## config.mk

```make
export PLATFORM = sky130hd
export DESIGN_NAME = crt_dot_renderer
export DESIGN_NICKNAME = d
export VERILOG_FILES = /design/src/rtl/crt_dot_renderer.sv
export SDC_FILE = /design/constraint.sdc
export NUM_CORES = 1
export LEC_CHECK = 0
export CAP_MARGIN = 20
export CORE_MARGIN = 10
export CORE_UTILIZATION = 30
export CTS_BUF_LIST = sky130_fd_sc_hd__clkbuf_4
export DETAILED_ROUTE_END_ITERATION = 8
export MAX_ROUTING_LAYER = met4
export PLACE_DENSITY = 0.58
export SLEW_MARGIN = 30
export SYNTH_ARGS = -nofsm -noshare
export SYNTH_HDL_FRONTEND = slang
export SYNTH_SLANG_ARGS = --single-unit
```

## constraint.sdc

```tcl
create_clock -name clk -period 3.3 [get_ports clk]
set_clock_uncertainty 0.1 [all_clocks]
set_input_delay 0.66 -clock clk [delete_from_list [all_inputs] [get_ports clk]]
set_output_delay 0.66 -clock clk [all_outputs]
set_load 0.05 [all_outputs]
```

## src/rtl/crt_dot_renderer.sv

```systemverilog
// crt_dot_renderer: draws a LINES x BITS dot/dash raster from the CRT store,
// fetching each store row one row ahead of the beam.
module crt_dot_renderer #(
  parameter int BITS     = 32,
  parameter int LINES    = 32,
  parameter int ADDR_W   = 5,
  parameter int CELL_W   = 16,
  parameter int CELL_H   = 16,
  parameter int X_ORIGIN = 0,
  parameter int Y_ORIGIN = 0,
  parameter int DOT_X0   = 4,
  parameter int DOT_X1   = 11,
  parameter int DASH_X0  = 1,
  parameter int DASH_X1  = 14,
  parameter int SHAPE_Y0 = 6,
  parameter int SHAPE_Y1 = 9
) (
  input  logic              clk,
  input  logic              reset,
  input  logic              frame_start,
  input  logic              line_start,
  input  logic              pix_valid,
  input  logic              blank,
  input  logic              invert,
  output logic              mem_req,
  output logic [ADDR_W-1:0] mem_addr,
  input  logic              mem_ack,
  input  logic [BITS-1:0]   mem_data,
  output logic              pixel,
  output logic              pixel_valid,
  output logic              fetch_miss
);

  localparam int XW = $clog2(CELL_W);
  localparam int YW = $clog2(CELL_H);
  localparam int CW = $clog2(BITS + 1);
  localparam int IW = $clog2(BITS);
  localparam int RW = $clog2(LINES + 1);
  localparam int PW = $clog2(X_ORIGIN + BITS * CELL_W + 2);
  localparam int LW = $clog2(Y_ORIGIN + LINES * CELL_H + 2);

  localparam logic [0:0] IDLE = 1'b0;
  localparam logic [0:0] WAIT = 1'b1;

  logic [PW-1:0]   px_cnt;
  logic [XW-1:0]   cx;
  logic [CW-1:0]   col;
  logic [LW-1:0]   line_cnt;
  logic [YW-1:0]   cy;
  logic [RW-1:0]   row;
  logic            first_line;

  logic [LW-1:0]   nxt_line;
  logic [YW-1:0]   nxt_cy;
  logic [RW-1:0]   nxt_row;
  logic            row_begin;
  logic            x_in;
  logic            y_in;

  logic [0:0]      state;
  logic [BITS-1:0] active;
  logic [BITS-1:0] shadow;
  logic            shadow_full;
  logic            swap_issue;
  logic            issue;
  logic [ADDR_W-1:0] issue_addr;

  logic            s1_valid;
  logic            s1_in;
  logic            s1_blank;
  logic            s1_inv;
  logic [XW-1:0]   s1_cx;
  logic [YW-1:0]   s1_cy;
  logic [IW-1:0]   s1_col;

  logic            bit_sel;
  logic            y_hit;
  logic            dot_hit;
  logic            dash_hit;
  logic            lit;

  // first_line makes the next line_start scanline 0, whether or not
  // it coincides with frame_start
  always_comb begin
    nxt_line = line_cnt;
    nxt_cy   = cy;
    nxt_row  = row;
    if (frame_start || first_line) begin
      nxt_line = '0;
      nxt_cy   = '0;
      nxt_row  = '0;
    end else begin
      if (line_cnt != '1)
        nxt_line = line_cnt + LW'(1);
      if (int'(line_cnt) >= Y_ORIGIN) begin
        if (cy == YW'(CELL_H - 1)) begin
          nxt_cy = '0;
          if (int'(row) < LINES)
            nxt_row = row + RW'(1);
        end else begin
          nxt_cy = cy + YW'(1);
        end
      end
    end
  end

  assign row_begin = line_start
                  && int'(nxt_line) >= Y_ORIGIN
                  && nxt_cy == '0
                  && int'(nxt_row) < LINES;

  assign y_in = int'(line_cnt) >= Y_ORIGIN && int'(row) < LINES;
  assign x_in = int'(px_cnt) >= X_ORIGIN && int'(col) < BITS;

  always_ff @(posedge clk) begin
    if (reset) begin
      line_cnt   <= '0;
      cy         <= '0;
      row        <= '0;
      first_line <= 1'b1;
    end else if (line_start) begin
      line_cnt   <= nxt_line;
      cy         <= nxt_cy;
      row        <= nxt_row;
      first_line <= 1'b0;
    end else if (frame_start) begin
      line_cnt   <= '0;
      cy         <= '0;
      row        <= '0;
      first_line <= 1'b1;
    end
  end

  always_ff @(posedge clk) begin
    if (reset) begin
      px_cnt <= '0;
      cx     <= '0;
      col    <= '0;
    end else if (line_start) begin
      px_cnt <= '0;
      cx     <= '0;
      col    <= '0;
    end else if (pix_valid) begin
      if (px_cnt != '1)
        px_cnt <= px_cnt + PW'(1);
      if (x_in) begin
        if (cx == XW'(CELL_W - 1)) begin
          cx  <= '0;
          col <= col + CW'(1);
        end else begin
          cx <= cx + XW'(1);
        end
      end
    end
  end

  assign swap_issue = row_begin && int'(nxt_row) + 1 < LINES;
  assign issue      = frame_start || swap_issue;
  assign issue_addr = swap_issue ? ADDR_W'(nxt_row + RW'(1)) : '0;

  // later assignments win: a swap abandons the fetch, a new issue overrides both
  always_ff @(posedge clk) begin
    if (reset) begin
      state       <= IDLE;
      mem_req     <= 1'b0;
      mem_addr    <= '0;
      active      <= '0;
      shadow      <= '0;
      shadow_full <= 1'b0;
      fetch_miss  <= 1'b0;
    end else begin
      if (state == WAIT && mem_ack) begin
        shadow      <= mem_data;
        shadow_full <= 1'b1;
        mem_req     <= 1'b0;
        state       <= IDLE;
      end
      if (row_begin) begin
        if (shadow_full) begin
          active <= shadow;
        end else begin
          active     <= '0;
          fetch_miss <= 1'b1;
          mem_req    <= 1'b0;
          state      <= IDLE;
        end
        shadow_full <= 1'b0;
      end
      if (issue) begin
        mem_req  <= 1'b1;
        mem_addr <= issue_addr;
        state    <= WAIT;
      end
    end
  end

  always_ff @(posedge clk) begin
    if (reset) begin
      s1_valid <= 1'b0;
      s1_in    <= 1'b0;
      s1_blank <= 1'b0;
      s1_inv   <= 1'b0;
      s1_cx    <= '0;
      s1_cy    <= '0;
      s1_col   <= '0;
    end else begin
      s1_valid <= pix_valid;
      s1_in    <= x_in && y_in;
      s1_blank <= blank;
      s1_inv   <= invert;
      s1_cx    <= cx;
      s1_cy    <= cy;
      s1_col   <= col[IW-1:0];
    end
  end

  always_comb begin
    bit_sel  = active[s1_col];
    y_hit    = int'(s1_cy) >= SHAPE_Y0 && int'(s1_cy) <= SHAPE_Y1;
    dot_hit  = int'(s1_cx) >= DOT_X0 && int'(s1_cx) <= DOT_X1;
    dash_hit = int'(s1_cx) >= DASH_X0 && int'(s1_cx) <= DASH_X1;
    lit      = s1_in && y_hit && (bit_sel ? dash_hit : dot_hit);
  end

  always_ff @(posedge clk) begin
    if (reset) begin
      pixel       <= 1'b0;
      pixel_valid <= 1'b0;
    end else begin
      pixel_valid <= s1_valid;
      pixel       <= s1_valid && !s1_blank && s1_in && (lit ^ s1_inv);
    end
  end

endmodule

```

==> results.md <==
- Status: completed
- Post-route insts no fill: 712
- Die X: 142 um
- Crit path launch: cy[1]$_SDFFE_PP0P_
- Post-synth cell types: 53
- Share of cells above drive strength 1: 0.0778
- P_int: 1.70 mW
- Die H: about 140 um
- Vias in the first global route: 3272
- Critical Path Start Type: flop
- Crit-path slowest cell: or4b_1
- Wire length of the first global-routing pass: 15800 um
- Core area: 14600 um2
- Maximum VDD drop: roughly 150 uV
- Vias: 3404
- Clock power frac: 0.307
- Post-layout min period: 2.70 ns
- LEAKAGE: 1.82 nW
- Total wire length: 9620 um
- Crit Reg-Reg Endpoint: mem_addr[0]$_SDFFE_PP0P_
- Worst-path maximum fanout: 8
- Worst Max-Slew Pin Slew: 0.769 ns
- WP buf/inv: 0
- Initial Util: 0.308
- Root Buffer: clkbuf_4
- Syn Nets: between 500 and 600
- Switching power: 0.561 mW
- Register area: around 2200 um2
- Top FF cell, synth: dfxtp_1
- Max incr delay on CP: 0.47 ns
- Drt wl/cell: 13.5 um
- Num ports: 49
- Ys async rst share: 0
- Total die area: 20300 um2
- TritonCTS clock tree: yes
- IO Port Bufs: 48
- Sw Share: 0.248
- CP top delay family: simple AND/OR/NAND/NOR gates
- Hold_buf cts: 0
- Max frequency: 0.371 GHz
- Htree depth: 3
- GR peak layer: met2
- Met1 Use GR: 0.114
- Post-DP HPWL: between 6000 and 7000 um
- CP Capture Point: mem_addr[0]$_SDFFE_PP0P_
- Multi-input logic area: between 2000 and 2500 um2
- Critical Path AT: 2.96 ns
- Area growth from synthesis to layout: 17.5%
- RSZ-0062 raised after global routing: no
- Starting DRT DRC Count: 162
- TNS Setup: 0 ns
- R2R cell count: 8
- Post-synth EDFFs: 0
- GRT Total Usage: 0.0976
- Max clock buf depth: 2
- Dpl ws: ~0.27 ns
- RePlAce Congestion: 0.846
- Register share of total power: 0.619
- Number of buffers created by CTS: 9
- Combinational power share: 0.074
- Period utilization: 0.817
- Hold Startpoint: fetch_miss$_SDFFE_PP0P_
- GRT overflow: 0
- Vias per cell: 4.78
- Critical path cell sequence: ha_1 -> nand4b_2 -> nor3b_2 -> o221ai_2 -> nor4_4 -> nor2_2 -> or4b_1 -> o41ai_1
- Met3 Usage GRT: 0.0330
- Post-CTS Setup Inserts: 0
- Worst path required time: 3.57 ns
- Post-CTS sizing: 0
- Row count: 44
- Detailed Routing Iterations Pass 1: 4
- Final hold violations: 0
- R2R Path Start: cy[1]$_SDFFE_PP0P_
- Residual DRC count: 0
- Pins Over Slew Limit: 0
- Syn Inst Count: 485
- Seq/Total Area, Yosys: 0.499
- Post-synthesis register bit count: 112
- Inst Count DP: around 700
- Fillers: 1458
- Clk sink count: 112
- Synthesized area: 4500 um2
- Clk pin slew, worst setup/hold paths: 0.16 ns
- Power per cell area: ~430 nW/um2
- Final setup viols: 0
- Endpoint type of the worst setup path: flop
- Slew HR: 0.487
- Clk_lat worst skew: 0.47 ns
- CP Depth: 8
- Slack of the worst reg-to-reg path: a little over 0.6 ns
- Met2 Use GR: 0.154
- CP Class: reg -> reg
- Mean Syn Cell Area: 9.27 um2
- Largest net degree at the start of global routing: 43
- Fin nets: 571
- Final worst setup slack: 0.605 ns
- Hold WC Path Type: reg -> reg
- Max-cap viol count: 0
- Initial antenna violation count: 1
- Antenna viol nets, final: 0
- Synth warn: 0
[worst reg2reg max path: stages (launching register included)]
cell and delay (ns):
dfxtp_1 0.45, ha_1 0.35, nand4b_2 0.23, nor3b_2 0.28
o221ai_2 0.18, nor4_4 0.34, nor2_2 0.11, or4b_1 0.47
o41ai_1 0.07
[logic make-up (layout without fill, tap and decap cells)]
logic type / after synthesis / after routing / share of synthesized area
other cells: 0 / 1 / 0
compound gates: 116 / 116 / 0.175
buf+inv: 33 / 75 / 0.0306
fa+ha+maj: 8 / 8 / 0.0223
simple gates: 186 / 186 / 0.210
mux: 19 / 19 / 0.0426
xor+xnor: 11 / 11 / 0.0214
flops: 112 / 112 / 0.499
[how the worst min path moves through the flow]
stage / endpoint / slack (ns) / depth (start not counted)
global route: shadow[3]$_SDFFE_PP0P_ / 0.40 / 2
floorplan: s1_in$_SDFF_PP0_ / 0.33 / 1
CTS: fetch_miss$_SDFFE_PP0P_ / 0.37 / 2
finish: fetch_miss$_SDFFE_PP0P_ / 0.36 / 2
global placement: fetch_miss$_SDFFE_PP0P_ / 0.34 / 2
detailed placement: fetch_miss$_SDFFE_PP0P_ / 0.34 / 2
[per-stage QoR]
step / util / instance area (um2) / total power, mW / hold slack (ns)
after floorplan: - / 4500 / 1.52 / 0.326
after global placement: 0.352 / 5140 / 1.59 / 0.343
after detailed placement: 0.352 / 5140 / 1.60 / 0.345
after CTS: 0.362 / 5280 / 2.30 / 0.366
after global routing: 0.362 / 5280 / 2.37 / 0.397
final: 0.362 / 5280 / 2.26 / 0.357
[power groups by stage]
stage | Combinational, mW | Sequential, mW | Clock (mW)
floorplan | 0.0829 | 1.43 | 0
global placement | 0.166 | 1.43 | 0
detailed placement | 0.170 | 1.43 | 0
CTS | 0.171 | 1.40 | 0.733
global route | 0.185 | 1.40 | 0.781
finish | 0.167 | 1.40 | 0.695
[metal layers]
layer	vias to the layer above	wire length, um
met4	0	133
met3	11	545
met5	-	0
li1	1771	-
met1	1561	4450
met2	61	4490
[placed cells by master, fill, tap and decap left out, drive strengths merged, types with 3 or more instances in the layout]
master | synthesis | final
a21oi | 51 | 51
a22o | 33 | 33
a22oi | 4 | 4
buf | 11 | 8
clkbuf | 17 | 9
clkdlybuf4s50 | 0 | 47
dfxtp | 112 | 112
ha | 8 | 8
inv | 5 | 8
mux2i | 18 | 18
nand2 | 89 | 89
nand2b | 3 | 3
nand3 | 9 | 9
nand3b | 4 | 4
nor2 | 27 | 27
nor2b | 21 | 21
nor3 | 6 | 6
nor3b | 8 | 8
o21a | 4 | 4
o21ai | 10 | 10
or2 | 4 | 4
xnor2 | 7 | 7
xor2 | 4 | 4
[synthesized netlist by cell type, drive strengths merged, types with 2 or more instances]
library cell	count	area, um2
and2	2	12.5
mux2i	18	180
or3	2	12.5
and3	2	13.8
nand3	9	50.1
nor2	27	104
o211ai	2	15.0
inv	5	18.8
clkbuf	17	63.8
a31oi	2	12.5
nor2b	21	131
a21oi	51	255
and4b	2	20.0
ha	8	100
nor3b	8	75.1
and4	2	17.5
o21a	4	30.0
o21ai	10	61.3
a22oi	4	30.0
nand3b	4	30.0
a22o	33	289
or2	4	25.0
dfxtp	112	2240
a2111oi	2	23.8
buf	11	55.1
nand2b	3	18.8
nor3	6	30.0
nand2	89	334
xnor2	7	61.3
xor2	4	35.0
[layout make-up]
type                       instances  share of cell area
sequential                       112               0.424
multi-input combinational        340               0.401
timing repair buffer              55              0.0999
tap                              184              0.0436
clock inverter                     6              0.0144
clock buffer                       9              0.0128
inverter                           5             0.00355
antenna                            1            0.000474
[sequential cells by signal (all words and copies together), names as in the netlist]
| register | flops |
|---|---|
| mem_addr | 5 |
| shadow | 32 |
| state | 1 |
| s1_blank | 1 |
| s1_valid | 1 |
| fetch_miss | 1 |
| pixel_valid | 1 |
| mem_req | 1 |
| s1_col | 5 |
| col | 6 |
| pixel | 1 |
| s1_inv | 1 |
| s1_in | 1 |
| shadow_full | 1 |
| row | 6 |
| s1_cx | 4 |
| first_line | 1 |
| active | 32 |
| cx | 4 |
| s1_cy | 3 |
| cy | 4 |
Power figures use the tool's default switching activity.
